==> src/rtl/lsu_pkg.sv <==
// rtl/lsu_pkg.sv - shared types and constants for the load/store unit
//
// Purpose: operation encodings, FSM state type, lane widths and small
// decode helpers used by load_store_unit and lsu_lane_align.
package lsu_pkg;

  localparam int BYTE_W = 8;
  localparam int HALF_W = 16;
  localparam int WORD_W = 32;

  typedef enum logic [2:0] {
    OP_LW  = 3'd0,
    OP_LH  = 3'd1,
    OP_LHU = 3'd2,
    OP_LB  = 3'd3,
    OP_LBU = 3'd4,
    OP_SW  = 3'd5,
    OP_SH  = 3'd6,
    OP_SB  = 3'd7
  } lsu_op_e;

  typedef enum logic {
    ST_IDLE   = 1'b0,
    ST_RMW_WR = 1'b1
  } lsu_state_e;

  function automatic logic is_load(lsu_op_e op);
    return (op == OP_LW) || (op == OP_LH) || (op == OP_LHU) ||
           (op == OP_LB) || (op == OP_LBU);
  endfunction

  // Sub-word stores cannot be written directly; they need read-modify-write.
  function automatic logic is_sub_store(lsu_op_e op);
    return (op == OP_SH) || (op == OP_SB);
  endfunction

  function automatic logic is_aligned(lsu_op_e op, logic [1:0] addr_lo);
    logic ok;
    case (op)
      OP_LW, OP_SW:         ok = (addr_lo == 2'b00);
      OP_LH, OP_LHU, OP_SH: ok = (addr_lo[0] == 1'b0);
      default:              ok = 1'b1;
    endcase
    return ok;
  endfunction

endpackage

==> src/rtl/load_store_unit_if.sv <==
// rtl/load_store_unit_if.sv - single-port data memory bus
//
// Purpose: groups the word-aligned data memory signals.
// Signals:
//   o_mem_addr   word-aligned byte address (LSU -> memory)
//   o_mem_wdata  write word                (LSU -> memory)
//   o_mem_we     write enable              (LSU -> memory)
//   i_mem_rdata  combinational read word   (memory -> LSU)
// Modports: master = LSU side, slave = memory side.
interface load_store_unit_if;

  logic [31:0] o_mem_addr;
  logic [31:0] o_mem_wdata;
  logic        o_mem_we;
  logic [31:0] i_mem_rdata;

  modport master (
    output o_mem_addr,
    output o_mem_wdata,
    output o_mem_we,
    input  i_mem_rdata
  );

  modport slave (
    input  o_mem_addr,
    input  o_mem_wdata,
    input  o_mem_we,
    output i_mem_rdata
  );

endinterface

==> src/rtl/load_store_unit_lane_align.sv <==
// rtl/load_store_unit_lane_align.sv - load lane extract/extend and store lane merge
//
// Purpose: purely combinational little-endian lane handling.
// Ports:
//   op_i         decoded operation
//   addr_lo_i    byte offset within the word
//   word_i       word read from memory
//   data_i       store data (sub-word stores use the low bits)
//   load_data_o  selected lane, sign- or zero-extended to 32 bits
//   merged_o     word_i with the store lane replaced by data_i
module lsu_lane_align
  import lsu_pkg::*;
(
  input  lsu_op_e     op_i,
  input  logic [1:0]  addr_lo_i,
  input  logic [31:0] word_i,
  input  logic [31:0] data_i,
  output logic [31:0] load_data_o,
  output logic [31:0] merged_o
);

  logic [4:0]        byte_base;
  logic [4:0]        half_base;
  logic [BYTE_W-1:0] byte_sel;
  logic [HALF_W-1:0] half_sel;

  assign byte_base = {addr_lo_i, 3'b000};
  assign half_base = {addr_lo_i[1], 4'b0000};
  assign byte_sel  = word_i[byte_base +: BYTE_W];
  assign half_sel  = word_i[half_base +: HALF_W];

  always_comb begin
    load_data_o = word_i;
    case (op_i)
      OP_LB:   load_data_o = {{(WORD_W-BYTE_W){byte_sel[BYTE_W-1]}}, byte_sel};
      OP_LBU:  load_data_o = {{(WORD_W-BYTE_W){1'b0}}, byte_sel};
      OP_LH:   load_data_o = {{(WORD_W-HALF_W){half_sel[HALF_W-1]}}, half_sel};
      OP_LHU:  load_data_o = {{(WORD_W-HALF_W){1'b0}}, half_sel};
      default: load_data_o = word_i;
    endcase
  end

  always_comb begin
    merged_o = word_i;
    case (op_i)
      OP_SB:   merged_o[byte_base +: BYTE_W] = data_i[BYTE_W-1:0];
      OP_SH:   merged_o[half_base +: HALF_W] = data_i[HALF_W-1:0];
      default: merged_o = word_i;
    endcase
  end

endmodule

==> src/rtl/load_store_unit.sv <==
// rtl/load_store_unit.sv - memory-stage load/store unit
//
// Purpose: drives the data memory for one load/store per cycle, returns
// extended load data one cycle later, runs read-modify-write for sub-word
// stores and drops misaligned or out-of-range requests with a fault pulse.
// Ports:
//   i_clk, i_rst         clock, synchronous active-high reset
//   i_valid/i_op/i_addr/i_wdata  request from EX/MEM
//   o_stall              hold the request stable (RMW read phase)
//   o_rdata/o_rvalid     registered load result and its one-cycle strobe
//   o_fault              one-cycle pulse for a dropped request
//   mem                  data memory bus (master side)
module load_store_unit
  import lsu_pkg::*;
#(
  parameter int MEM_WORDS = 128
) (
  input  logic        i_clk,
  input  logic        i_rst,
  input  logic        i_valid,
  input  lsu_op_e     i_op,
  input  logic [31:0] i_addr,
  input  logic [31:0] i_wdata,
  output logic        o_stall,
  output logic [31:0] o_rdata,
  output logic        o_rvalid,
  output logic        o_fault,
  load_store_unit_if.master mem
);

  localparam logic [29:0] WORD_LIMIT = 30'(MEM_WORDS);

  lsu_state_e  state_q, state_d;
  logic [31:0] rdata_q, rdata_d;
  logic        rvalid_q, rvalid_d;
  logic        fault_q, fault_d;
  logic [31:0] merge_q, merge_d;

  logic        mem_we;
  logic        stall;
  logic [31:0] mem_wdata;
  logic        req_ok;
  logic [31:0] load_data;
  logic [31:0] merged;

  assign req_ok = is_aligned(i_op, i_addr[1:0]) && (i_addr[31:2] < WORD_LIMIT);

  lsu_lane_align u_lane_align (
    .op_i        (i_op),
    .addr_lo_i   (i_addr[1:0]),
    .word_i      (mem.i_mem_rdata),
    .data_i      (i_wdata),
    .load_data_o (load_data),
    .merged_o    (merged)
  );

  always_ff @(posedge i_clk) begin
    if (i_rst) begin
      state_q  <= ST_IDLE;
      rdata_q  <= '0;
      rvalid_q <= 1'b0;
      fault_q  <= 1'b0;
      merge_q  <= '0;
    end else begin
      state_q  <= state_d;
      rdata_q  <= rdata_d;
      rvalid_q <= rvalid_d;
      fault_q  <= fault_d;
      merge_q  <= merge_d;
    end
  end

  always_comb begin
    state_d   = state_q;
    rdata_d   = rdata_q;
    rvalid_d  = 1'b0;
    fault_d   = 1'b0;
    merge_d   = merge_q;
    mem_we    = 1'b0;
    stall     = 1'b0;
    mem_wdata = i_wdata;

    case (state_q)
      ST_IDLE: begin
        if (i_valid) begin
          if (!req_ok) begin
            fault_d = 1'b1;
          end else if (is_load(i_op)) begin
            rdata_d  = load_data;
            rvalid_d = 1'b1;
          end else if (is_sub_store(i_op)) begin
            // Read phase: the memory read word is merged now and written next cycle.
            stall   = 1'b1;
            merge_d = merged;
            state_d = ST_RMW_WR;
          end else begin
            mem_we = 1'b1;
          end
        end
      end
      ST_RMW_WR: begin
        // Request is still held by the stall but is not decoded again.
        mem_we    = 1'b1;
        mem_wdata = merge_q;
        state_d   = ST_IDLE;
      end
      default: state_d = ST_IDLE;
    endcase
  end

  // Reset gates the write immediately, so a pending RMW write is dropped.
  assign mem.o_mem_we    = mem_we && !i_rst;
  assign o_stall         = stall && !i_rst;
  assign mem.o_mem_addr  = {i_addr[31:2], 2'b00};
  assign mem.o_mem_wdata = mem_wdata;

  assign o_rdata  = rdata_q;
  assign o_rvalid = rvalid_q;
  assign o_fault  = fault_q;

endmodule

==> src/flat_wrapper.sv <==
// flat-port wrapper written by rule: the top's interface ports become plain ports
module load_store_unit_flat import lsu_pkg::*;
#(
  parameter int MEM_WORDS = 128
)
  (i_clk, i_rst, i_valid, i_op, i_addr, i_wdata, o_stall, o_rdata, o_rvalid, o_fault, mem_o_mem_addr, mem_o_mem_wdata, mem_o_mem_we, mem_i_mem_rdata);
  load_store_unit_if mem_i ();
  input  logic i_clk;
  input  logic i_rst;
  input  logic i_valid;
  input  lsu_op_e i_op;
  input  logic [31:0] i_addr;
  input  logic [31:0] i_wdata;
  output logic o_stall;
  output logic [31:0] o_rdata;
  output logic o_rvalid;
  output logic o_fault;
  output wire logic [$bits(mem_i.o_mem_addr)-1:0] mem_o_mem_addr;
  output wire logic [$bits(mem_i.o_mem_wdata)-1:0] mem_o_mem_wdata;
  output wire logic [$bits(mem_i.o_mem_we)-1:0] mem_o_mem_we;
  input wire logic [$bits(mem_i.i_mem_rdata)-1:0] mem_i_mem_rdata;
  assign mem_o_mem_addr = mem_i.o_mem_addr;
  assign mem_o_mem_wdata = mem_i.o_mem_wdata;
  assign mem_o_mem_we = mem_i.o_mem_we;
  assign mem_i.i_mem_rdata = mem_i_mem_rdata;
  load_store_unit #(.MEM_WORDS(MEM_WORDS)) u_core (.i_clk(i_clk), .i_rst(i_rst), .i_valid(i_valid), .i_op(i_op), .i_addr(i_addr), .i_wdata(i_wdata), .o_stall(o_stall), .o_rdata(o_rdata), .o_rvalid(o_rvalid), .o_fault(o_fault), .mem(mem_i));
endmodule
==> config.mk <==
export PLATFORM = sky130hd
export DESIGN_NAME = load_store_unit_flat
export DESIGN_NICKNAME = d
export VERILOG_FILES = /design/src/rtl/lsu_pkg.sv /design/src/rtl/load_store_unit_if.sv /design/src/rtl/load_store_unit_lane_align.sv /design/src/rtl/load_store_unit.sv /design/src/flat_wrapper.sv
export SDC_FILE = /design/constraint.sdc
export NUM_CORES = 1
export LEC_CHECK = 0
export ABC_CLOCK_PERIOD_IN_PS = 6390
export CORE_MARGIN = 1.5
export CORE_UTILIZATION = 39
export CTS_CLUSTER_DIAMETER = 100
export DETAILED_ROUTE_END_ITERATION = 7
export GPL_TIMING_DRIVEN = 0
export PLACE_DENSITY = 0.73
export SYNTH_ARGS = -nofsm -noshare
export SYNTH_HDL_FRONTEND = slang
export SYNTH_SLANG_ARGS = --single-unit
==> constraint.sdc <==
create_clock -name i_clk -period 6.39 [get_ports i_clk]
set_input_delay 1.278 -clock i_clk [delete_from_list [all_inputs] [get_ports i_clk]]
set_output_delay 1.278 -clock i_clk [all_outputs]
set_load 0.05 [all_outputs]
# --- Word-level counts from Yosys, hierarchy flattened ---
# Cells that the tools add are included.
classes:
  add_sub_neg: 2
  n_shift: 6
  eq_ne: 7
  bitwise_logic: 5
  n_lt_le_gt_ge: 1
  muxes: 19
  reduce_logical: 17
op_table:
  columns: ["op", "n"]
  rows:
  - ["$pmux W32 S4", 1]
  - ["$bwmux W32", 2]
  - ["$pmux W32 S2", 1]
  - ["$mux W32", 1]
  - ["$shift A16 B7 Y32 const A", 1]
  - ["$shift A8 B7 Y32 const A", 1]
  - ["$shiftx A16 B7 Y32", 1]
  - ["$shiftx A32 B6 Y16", 1]
  - ["$shiftx A32 B6 Y8", 1]
  - ["$shiftx A8 B7 Y32", 1]
  - ["$lt A30 B8 Y1 const B", 1]
  - ["$neg A5 Y7", 2]
  - ["$eq A3 B3 Y1 const B", 4]
  - ["$mux W1", 11]
  - ["$eq A3 B2 Y1 const B", 2]
  - ["$pmux W1 S2", 3]
  - ["$reduce_or A3 Y1", 2]
  - ["$logic_or A1 B1 Y1", 5]
  - ["$not A1 Y1", 5]
  - ["$reduce_and A5 Y1", 1]
  - ["$reduce_and A4 Y1", 1]
  - ["$reduce_or A4 Y1", 1]
  - ["$eq A3 B1 Y1 const B", 1]
  - ["$logic_and A1 B1 Y1", 3]
  - ["4 further kinds", 4]
totals:
  elab_cells: 62
  output_inout_bits: 100
  register_bits: 67
  in_bits: 102

# --- Longest topological paths before layout ---
logic_depth:
  depth_word: 10
  mapped_depth: 10
  depth_no_buf: 7

# --- By module ---
# From an unflattened synthesis, not the netlist that was laid out.
hier_totals:
  cells_unflattened: 637
  hier_area_um2: 5351.4
by_module_without_submodules:
  columns: ["mod", "seq_area_each_um2", "area_each_um2", "instances", "cells_per_inst"]
  rows:
  - ["load_store_unit", 1341.3, 3739.8, 1, 393]
  - ["lsu_lane_align", 0.0, 1611.5, 1, 244]

# --- Least setup slack after synthesis ---
# Ideal clock, no wire load.
synth_timing:
  kind: "input port to output port"
  start: "input i_addr[1]"
  end: "output o_stall"
  path_stages: 8
  setup_slack_ns: 1.423
  arrival_ns: 3.689
  n_path_buf: 2
  required_ns: 5.112
  cell_sequence: "clkbuf_1 -> clkinv_1 -> ha_1 -> nor2_1 -> a211oi_2 -> nand4_2 -> buf_6 -> nor3_1"
synth_via:
  elab_chain_len: 7
synth_rtl:
  columns: ["element", "line_no", "source"]
  rows:
  - ["from (decl)", "flat_wrapper.sv:12", "input logic [31:0] i_addr;"]
  - ["$logic_not A2 Y1", "lsu_pkg.sv:40", "OP_LW, OP_SW: ok = (addr_lo == 2'b00);"]
  - ["$pmux W1 S2", "lsu_pkg.sv:39", "case (op)"]
  - ["$logic_and A1 B1 Y1", "load_store_unit.sv:46", "assign req_ok = is_aligned(i_op, i_addr[1:0]) && (i_addr[31:2] < WORD_LIMIT);"]
  - ["$mux W1", "load_store_unit.sv:86", "if (!req_ok) begin"]
  - ["$mux W1", "load_store_unit.sv:85", "if (i_valid) begin"]
  - ["$mux W1", "load_store_unit.sv:83", "case (state_q)"]
  - ["$logic_and A1 B1 Y1", "load_store_unit.sv:113", "assign o_stall = stall && !i_rst;"]
  - ["to (decl)", "flat_wrapper.sv:14", "output logic o_stall;"]
# No other way between the ends.

# --- Final worst setup path ---
layout_timing:
  start: "input i_addr[1]"
  end: "output mem_o_mem_we"
layout_via:
  elab_chain_len: 7
layout_rtl:
  columns: ["element", "line_no", "source"]
  rows:
  - ["$logic_not A2 Y1", "lsu_pkg.sv:40", null]
  - ["$pmux W1 S2", "lsu_pkg.sv:39", null]
  - ["$logic_and A1 B1 Y1", "load_store_unit.sv:46", null]
  - ["$mux W1", "load_store_unit.sv:86", null]
  - ["$mux W1", "load_store_unit.sv:85", null]
  - ["$pmux W1 S2", "load_store_unit.sv:83", null]
  - ["$logic_and A1 B1 Y1", "load_store_unit.sv:112", "assign mem.o_mem_we = mem_we && !i_rst;"]
  - ["to (decl)", "flat_wrapper.sv:20", "output wire logic [$bits(mem_i.o_mem_we)-1:0] mem_o_mem_we;"]
# No other way between the ends.

==> flow_metrics.env <==
export IMPL_fillCellCount=1038
export IMPL_clockBufferDepth=2
export IMPL_min_period_ns=6.16
export IMPL_r2r_start="u_core.state_q"
export IMPL_hold_class="reg2reg"
export IMPL_routedWlPerCell_um=20.8
export IMPL_worstSetupPathType="in2out"
export IMPL_crit_required_ns=5.11
export IMPL_grt_max_degree=14
export IMPL_setup_violations_final=0
export IMPL_grtUsageTotal_pct=29.4
export IMPL_antenna_left=0
export IMPL_max_freq_mhz=162
export IMPL_grt_pass1_wl_mm=28.3
export IMPL_grt_pass1_vias=5129
export IMPL_ys_flop_type="dfxtp_1"
export IMPL_portBuffers=191
export IMPL_drc=11
export IMPL_endpoint_kind="output pin"
export IMPL_cts_root_buf="clkbuf_16"
export IMPL_arrival_ns=4.88
export IMPL_cp_top_family="buffers and inverters"
export IMPL_p_leak_nw=2.37
export IMPL_yosysWarnings=0
export IMPL_worst_pin_slew_ns=1.39
export IMPL_comb_power_share_pct=26.8
export IMPL_outcome="finished, violations left"
export IMPL_antenna_found_initial=0
export IMPL_cts_tree="done"
export IMPL_cp_slowest_cell="clkdlybuf4s50_1"
export IMPL_place_area_um2=6640
export IMPL_min_delay_start="u_core.o_rdata[28]"
export IMPL_cap_violations=0
export IMPL_die_x_um=111
export IMPL_final_hold_viol_count=0
export IMPL_crit_buf_inv=6
export IMPL_powerDensity_nw_per_um2=181
export IMPL_p_int_mw=0.862
export IMPL_avgViaCountPerCell=5.97
export IMPL_finalNetCount=842
export IMPL_route_vias_total=5269
export IMPL_gr_total_overflow=0
export IMPL_final_area_um2=6950
export IMPL_area_growth_synth_to_final_pct=52.7
export IMPL_violations="design-rule violations"
export IMPL_clk_pin_slew_ns=0.06
export IMPL_wl_mm=18.4
export IMPL_drtIter0Drc=496
export IMPL_ctsHoldBuffers=0
export IMPL_dp_hpwl_mm=14.4
export IMPL_period_share_pct=96.4
export IMPL_finalMaxSlewViolations=0
export IMPL_start_util_pct=39.8
export IMPL_p_sw_mw=0.398
export IMPL_ir_drop_v=0.000134
export IMPL_die_height_um=111
export IMPL_gp_congestion=0.898
export IMPL_crit_chain="clkdlybuf4s50_1, clkbuf_2, clkinv_2, ha_1, nor2_1, a211oi_2, and4_1, buf_4, buf_2, a21oi_1, nor2_1, clkdlybuf4s50_1"
export IMPL_power_share_clock_pct=40.0
export IMPL_crit_start="i_addr[1]"
export IMPL_clock_sinks=67
export IMPL_syn_inst=532
export IMPL_insertion_delay_ns=0.34
export IMPL_n_antenna_cell=0
export IMPL_drive_gt1_share_pct=15.4
export IMPL_io_pins=202
export IMPL_ys_types=63
export IMPL_htreeDepth=3
export IMPL_yosysSeqAreaShare_pct=29.5
export IMPL_synth_edf_count=0
export IMPL_crit_fanout=12
export IMPL_swShare_pct=31.6
export IMPL_grt_setup_unrepaired="false"
export IMPL_syn_area_um2=4550
export IMPL_slowest_delay_ns=0.82
export IMPL_fin_skew_ns=0.00692
export IMPL_synth_async_reset_ratio_pct=0
export IMPL_seq_power_share_pct=33.2
export IMPL_numCtsBuffers=9
export IMPL_core_um2=11400
export IMPL_num_rows=39
export IMPL_avgSynthCellArea_um2=8.55
export IMPL_total_power_mw=1.26
export IMPL_dr_pass1_iters=8
export IMPL_start_kind="primary input"
export IMPL_relSlewSlack_pct=6.25
export IMPL_dieArea_um2=12300
export IMPL_ys_ff_latch=67
[layout make-up]
cell class | count | area, um^2 | area share [%]
inverters | 19 | 72.6 | 1.04
multi-input cells | 367 | 2650 | 38.2
flip-flops and latches | 67 | 1340 | 19.3
clock inverters | 7 | 73.8 | 1.06
repair buffers | 191 | 1910 | 27.5
clock buffers | 9 | 225 | 3.24
well taps | 143 | 179 | 2.58
plain buffers | 80 | 492 | 7.08
[registers in the layout, indices dropped and copies added, names as in the netlist]
| signal | flops |
|---|---|
| u_core.o_fault | 1 |
| u_core.o_rvalid | 1 |
| u_core.state_q | 1 |
| u_core.merge_q | 32 |
| u_core.o_rdata | 32 |
[cell usage after synthesis (5+ instances only)]
| master | number | area, um^2 |
|---|---|---|
| dfxtp_1 | 67 | 1340 |
| a21oi_1 | 44 | 220 |
| buf_6 | 5 | 56.3 |
| o221ai_1 | 8 | 70.1 |
| nand2_1 | 22 | 82.6 |
| a2111oi_0 | 16 | 140 |
| a211oi_1 | 44 | 330 |
| o21ai_0 | 15 | 75.1 |
| buf_2 | 5 | 25.0 |
| inv_1 | 18 | 67.6 |
| a222oi_1 | 16 | 160 |
| o22ai_1 | 6 | 37.5 |
| nand3_1 | 10 | 50.1 |
| mux2_2 | 34 | 383 |
| nor2_1 | 25 | 93.8 |
| nor3_1 | 21 | 105 |
| or4_1 | 5 | 37.5 |
| buf_4 | 39 | 293 |
| a311o_1 | 6 | 60.1 |
| clkbuf_1 | 29 | 109 |
| o211ai_1 | 14 | 105 |
| ha_1 | 5 | 62.6 |
| a221oi_1 | 15 | 131 |
[power by group through the flow]
stage	logic, mW	clock network [mW]	registers (mW)
2_1_floorplan	0.183	0	0.429
3_3_place_gp	0.330	0	0.427
3_5_place_dp	0.333	0	0.427
4_1_cts	0.335	0.508	0.418
5_1_grt	0.353	0.530	0.418
6_report	0.338	0.505	0.418
[metal layers]
metal	share of wire, %	track usage, %
met2	47	48.2
met5	0	0
met4	3.0	10.2
met1	41	38.1
met3	9.0	6.62
[worst reg2reg max path, cell delays in order (launching register included)]
cell and delay [ns]:
dfxtp_1 0.30, clkbuf_1 0.23, nand4b_1 0.46, a2111oi_0 0.52, nand4_1 0.37, clkbuf_1 0.31
a221oi_1 0.36, nor3_1 0.09
[worst paths after layout]
check        slack [ns]                  to  cells past startpoint
max                0.23        mem_o_mem_we                     12
max reg2reg        3.63  u_core.merge_q[21]                      7
min reg2reg        0.46  u_core.o_rdata[28]                      2
min                0.46  u_core.o_rdata[28]                      2
[layout by cell type, fill, tap and decap left out, drive strengths merged, types with 3 or more instances in the layout]
cell type,n
and2,4
ha,5
nor2,25
a211oi,45
a221oi,15
clkinv,3
o211ai,14
mux2,34
or4,5
o21ai,18
nor3,23
nand3,11
nand4,4
nand2,23
nor4,3
clkbuf,38
inv,21
clkdlybuf4s50,191
buf,51
a21oi,44
nor2b,4
a31oi,4
o22ai,6
a2111oi,17
or2,3
nand2b,3
a311o,6
dfxtp,67
o221ai,8
a222oi,16
[kinds of logic after synthesis]
logic type                 count (synthesis)  share of synthesized area, %
xor gates and xnor gates                   3                         0.578
muxes                                     37                          9.35
AOI/OAI and AO/OA                        202                          32.4
DFF                                       67                          29.5
adders and majority gates                  5                          1.38
other                                      1                        0.0824
and+or+nand+nor                          118                          14.4
buffers and inverters                     99                          12.3
[per-stage QoR]
step                      hold WS, ns  setup WS (ns)  TNS (ns)  util [%]  instances
after floorplan                 0.488           1.42         0         -        533
after global placement          0.449        -0.0103   -0.0103      58.2        867
after detailed placement        0.449        -0.0533   -0.0533      58.2        867
after CTS                       0.461          0.153         0      60.8        883
after global routing            0.478         0.0192         0      60.8        883
final                           0.461          0.232         0      60.8        883
[timing repair]
| action | in CTS | in global routing |
|---|---|---|
| buffers inserted | 0 | 0 |
| gates resized for setup | 1 | 2 |
| setup endpoints to repair | 1 | 1 |
(Power assumes the default switching activity.)
==> RTL change, RTL diff (same flow settings) <==
Take the reset off `rdata_q` and load it in a clocked block of its own.
--- a/src/rtl/load_store_unit.sv
+++ b/src/rtl/load_store_unit.sv
@@ -57,17 +57,19 @@
   always_ff @(posedge i_clk) begin
     if (i_rst) begin
       state_q  <= ST_IDLE;
-      rdata_q  <= '0;
       rvalid_q <= 1'b0;
       fault_q  <= 1'b0;
       merge_q  <= '0;
     end else begin
       state_q  <= state_d;
-      rdata_q  <= rdata_d;
       rvalid_q <= rvalid_d;
       fault_q  <= fault_d;
       merge_q  <= merge_d;
     end
+  end
+
+  always_ff @(posedge i_clk) begin
+    rdata_q <= rdata_d;
   end
 
   always_comb begin
Behaviour: not the same (Yosys sat finds a counterexample within 4 cycles, from zero or initial values and one cycle with i_rst high).
==> RTL change against the original RTL <==
Sequential cell count stayed put. Global-route usage decreased by 2.5 points. Setup slack better by 0.44 ns. Wire length down 7.7%. Largest cell class unchanged. Area after synthesis down 0.50%. Non-clock buffer count fell by 10. Count of clock-buffer cells in the layout unchanged. Hold slack gained 0.026 ns. Combinational power up 3%. Design area down 0.23%. Power rose by 3.6%.
==> RTL change: results (changes against the original RTL) <==
[metrics] Worst Skew: 0.00497 ns (was 0.00692 ns)
[metrics] critical-path maximum fanout: 10 (was 12)
[metrics] Overall Global Routing Usage: 0.269 (was 0.294)
[metrics] Iteration-0 DRC Markers: 493 (was 496)
[metrics] Post-DP Area: 6630 um2 (was 6640 um2)
[metrics] global-route wire length before repair: 26000 um (was 28300 um)
[metrics] status: finished, final reports clean (was complete, but fails checks)
[metrics] standard cell with the maximum stage delay on the critical path: sky130_fd_sc_hd__clkdlybuf4s50_1 (unchanged)
[metrics] fraction of final layout cells sized beyond drive strength 1: 0.177 (was 0.154)
[metrics] Post-DP HPWL: 13300 um (was 14400 um)
[metrics] Post-synth EDFFs: 32 (was 0)
[metrics] via count of the first global-routing pass: 4668 (was 5129)
[metrics] cts repair resizes: 0 (was 1)
[metrics] via/cell ratio: 5.93 (was 5.97)
[metrics] static power due to leakage: 2.52 nW (was 2.37 nW)
[metrics] number of levels in the clock H-tree: 3 (unchanged)
[metrics] path class of the lowest-slack min-delay path: reg2reg (unchanged)
[metrics] Worst VDD drop: 0.152 mV (was 0.134 mV)
[metrics] number of antenna diodes: 0 (unchanged)
[metrics] signal arrival time at the worst endpoint: 4.44 ns (was 4.88 ns)
[metrics] pre-CTS WS: 0.706 ns (was -0.0533 ns)
[metrics] CP peak stage delay: 0.85 ns (was 0.82 ns)
[metrics] routed wirelength normalized by instance count: 20.8 um (about the same)
[metrics] fraction of the yosys area taken by sequential cells: 0.367 (was 0.295)
[metrics] Post-layout nets: 774 (was 842)
[metrics] routability congestion estimate: 0.970 (was 0.898)
[metrics] initial antenna violation count: 0 (unchanged)
[metrics] sequential share of power: 0.347 (was 0.332)
[metrics] leading cell types by count after synthesis: 45 x sky130_fd_sc_hd__a21oi_1, 39 x sky130_fd_sc_hd__buf_4, 35 x sky130_fd_sc_hd__dfxtp_1, 35 x sky130_fd_sc_hd__mux2_2 (was 67 x sky130_fd_sc_hd__dfxtp_1, 44 x sky130_fd_sc_hd__a211oi_1, 44 x sky130_fd_sc_hd__a21oi_1, 39 x sky130_fd_sc_hd__buf_4, 34 x sky130_fd_sc_hd__mux2_2)
[metrics] largest net degree at the start of global routing: 33 (was 14)
[metrics] buffers inserted during post-CTS setup optimization: 0 (unchanged)
[metrics] buffer type at the clock tree root: sky130_fd_sc_hd__clkbuf_16 (unchanged)
[metrics] cell-internal power: 0.000907 W (was 0.000862 W)
[metrics] portion of total power attributed to combinational logic: 0.267 (was 0.268)
[metrics] number of detailed-route iterations in the first pass: 6 (was 8)
[metrics] Max-Slew Margin vs Limit: 0.377 (was 0.0625)
[metrics] Area contributors post-synth: sky130_fd_sc_hd__edfxtp_1 21%, sky130_fd_sc_hd__dfxtp_1 15%, sky130_fd_sc_hd__mux2_2 8.7% (was sky130_fd_sc_hd__dfxtp_1 29%, sky130_fd_sc_hd__mux2_2 8.4%, sky130_fd_sc_hd__a211oi_1 7.3%)
==> RTL change: cell types whose count changed after synthesis, sizes merged, moves of 15 or more <==
cell and change:
a22oi +15, dfxtp -32, nor3 -16, a21o +15, nor2 -17, a2111oi -17, clkbuf -16, edfxtp +32
==> RTL change: stage by stage <==
step,cells,hold slack (ns)
2_1_floorplan,465,0.450
3_3_place_gp,799,0.466
3_5_place_dp,799,0.478
4_1_cts,815,0.486
5_1_grt,815,0.519
6_report,815,0.487
==> RTL change: cells by family after synthesis <==
group / Yosys count / share of synthesized area
DFF: 67 / 0.367
buffers and inverters: 79 / 0.102
adders and majority gates: 5 / 0.0138
muxes: 41 / 0.100
xor gates and xnor gates: 2 / 0.00387
and+or+nand+nor: 91 / 0.127
other: 1 / 0.000828
AOI/OAI and AO/OA: 178 / 0.285
==> RTL change: cell type report <==
class	count	area, um2
clock inverter	7	75.1
sequential	67	1660
tap	143	179
fill	996	4440
clock buffer	9	225
multi-input combinational	319	2410
buffer	70	429
inverter	9	33.8
timing repair buffer	191	1910
==> RTL change: final timing paths <==
check,start,endpoint,slack (ns),cells past startpoint
setup reg to reg,u_core.state_q,u_core.o_rdata[0],4.36,4
hold / removal,u_core.merge_q[12],u_core.merge_q[12],0.49,2
setup / recovery,i_addr[1],mem_o_mem_we,0.68,9
hold reg to reg,u_core.merge_q[12],u_core.merge_q[12],0.49,2
==> RTL change: worst register-to-register path: cells and delay by family, from the launching register on <==
family | cells | cell delay, ns
and+or+nand+nor | 3 | 1.16
DFF | 1 | 0.29
buffers and inverters | 1 | 0.18
==> RTL change: metal layers <==
| layer | track usage | wire [um] |
|---|---|---|
| met2 | 0.442 | 8030 |
| met3 | 0.0640 | 1750 |
| met5 | 0 | 0 |
| met4 | 0.0803 | 382 |
| met1 | 0.352 | 6810 |
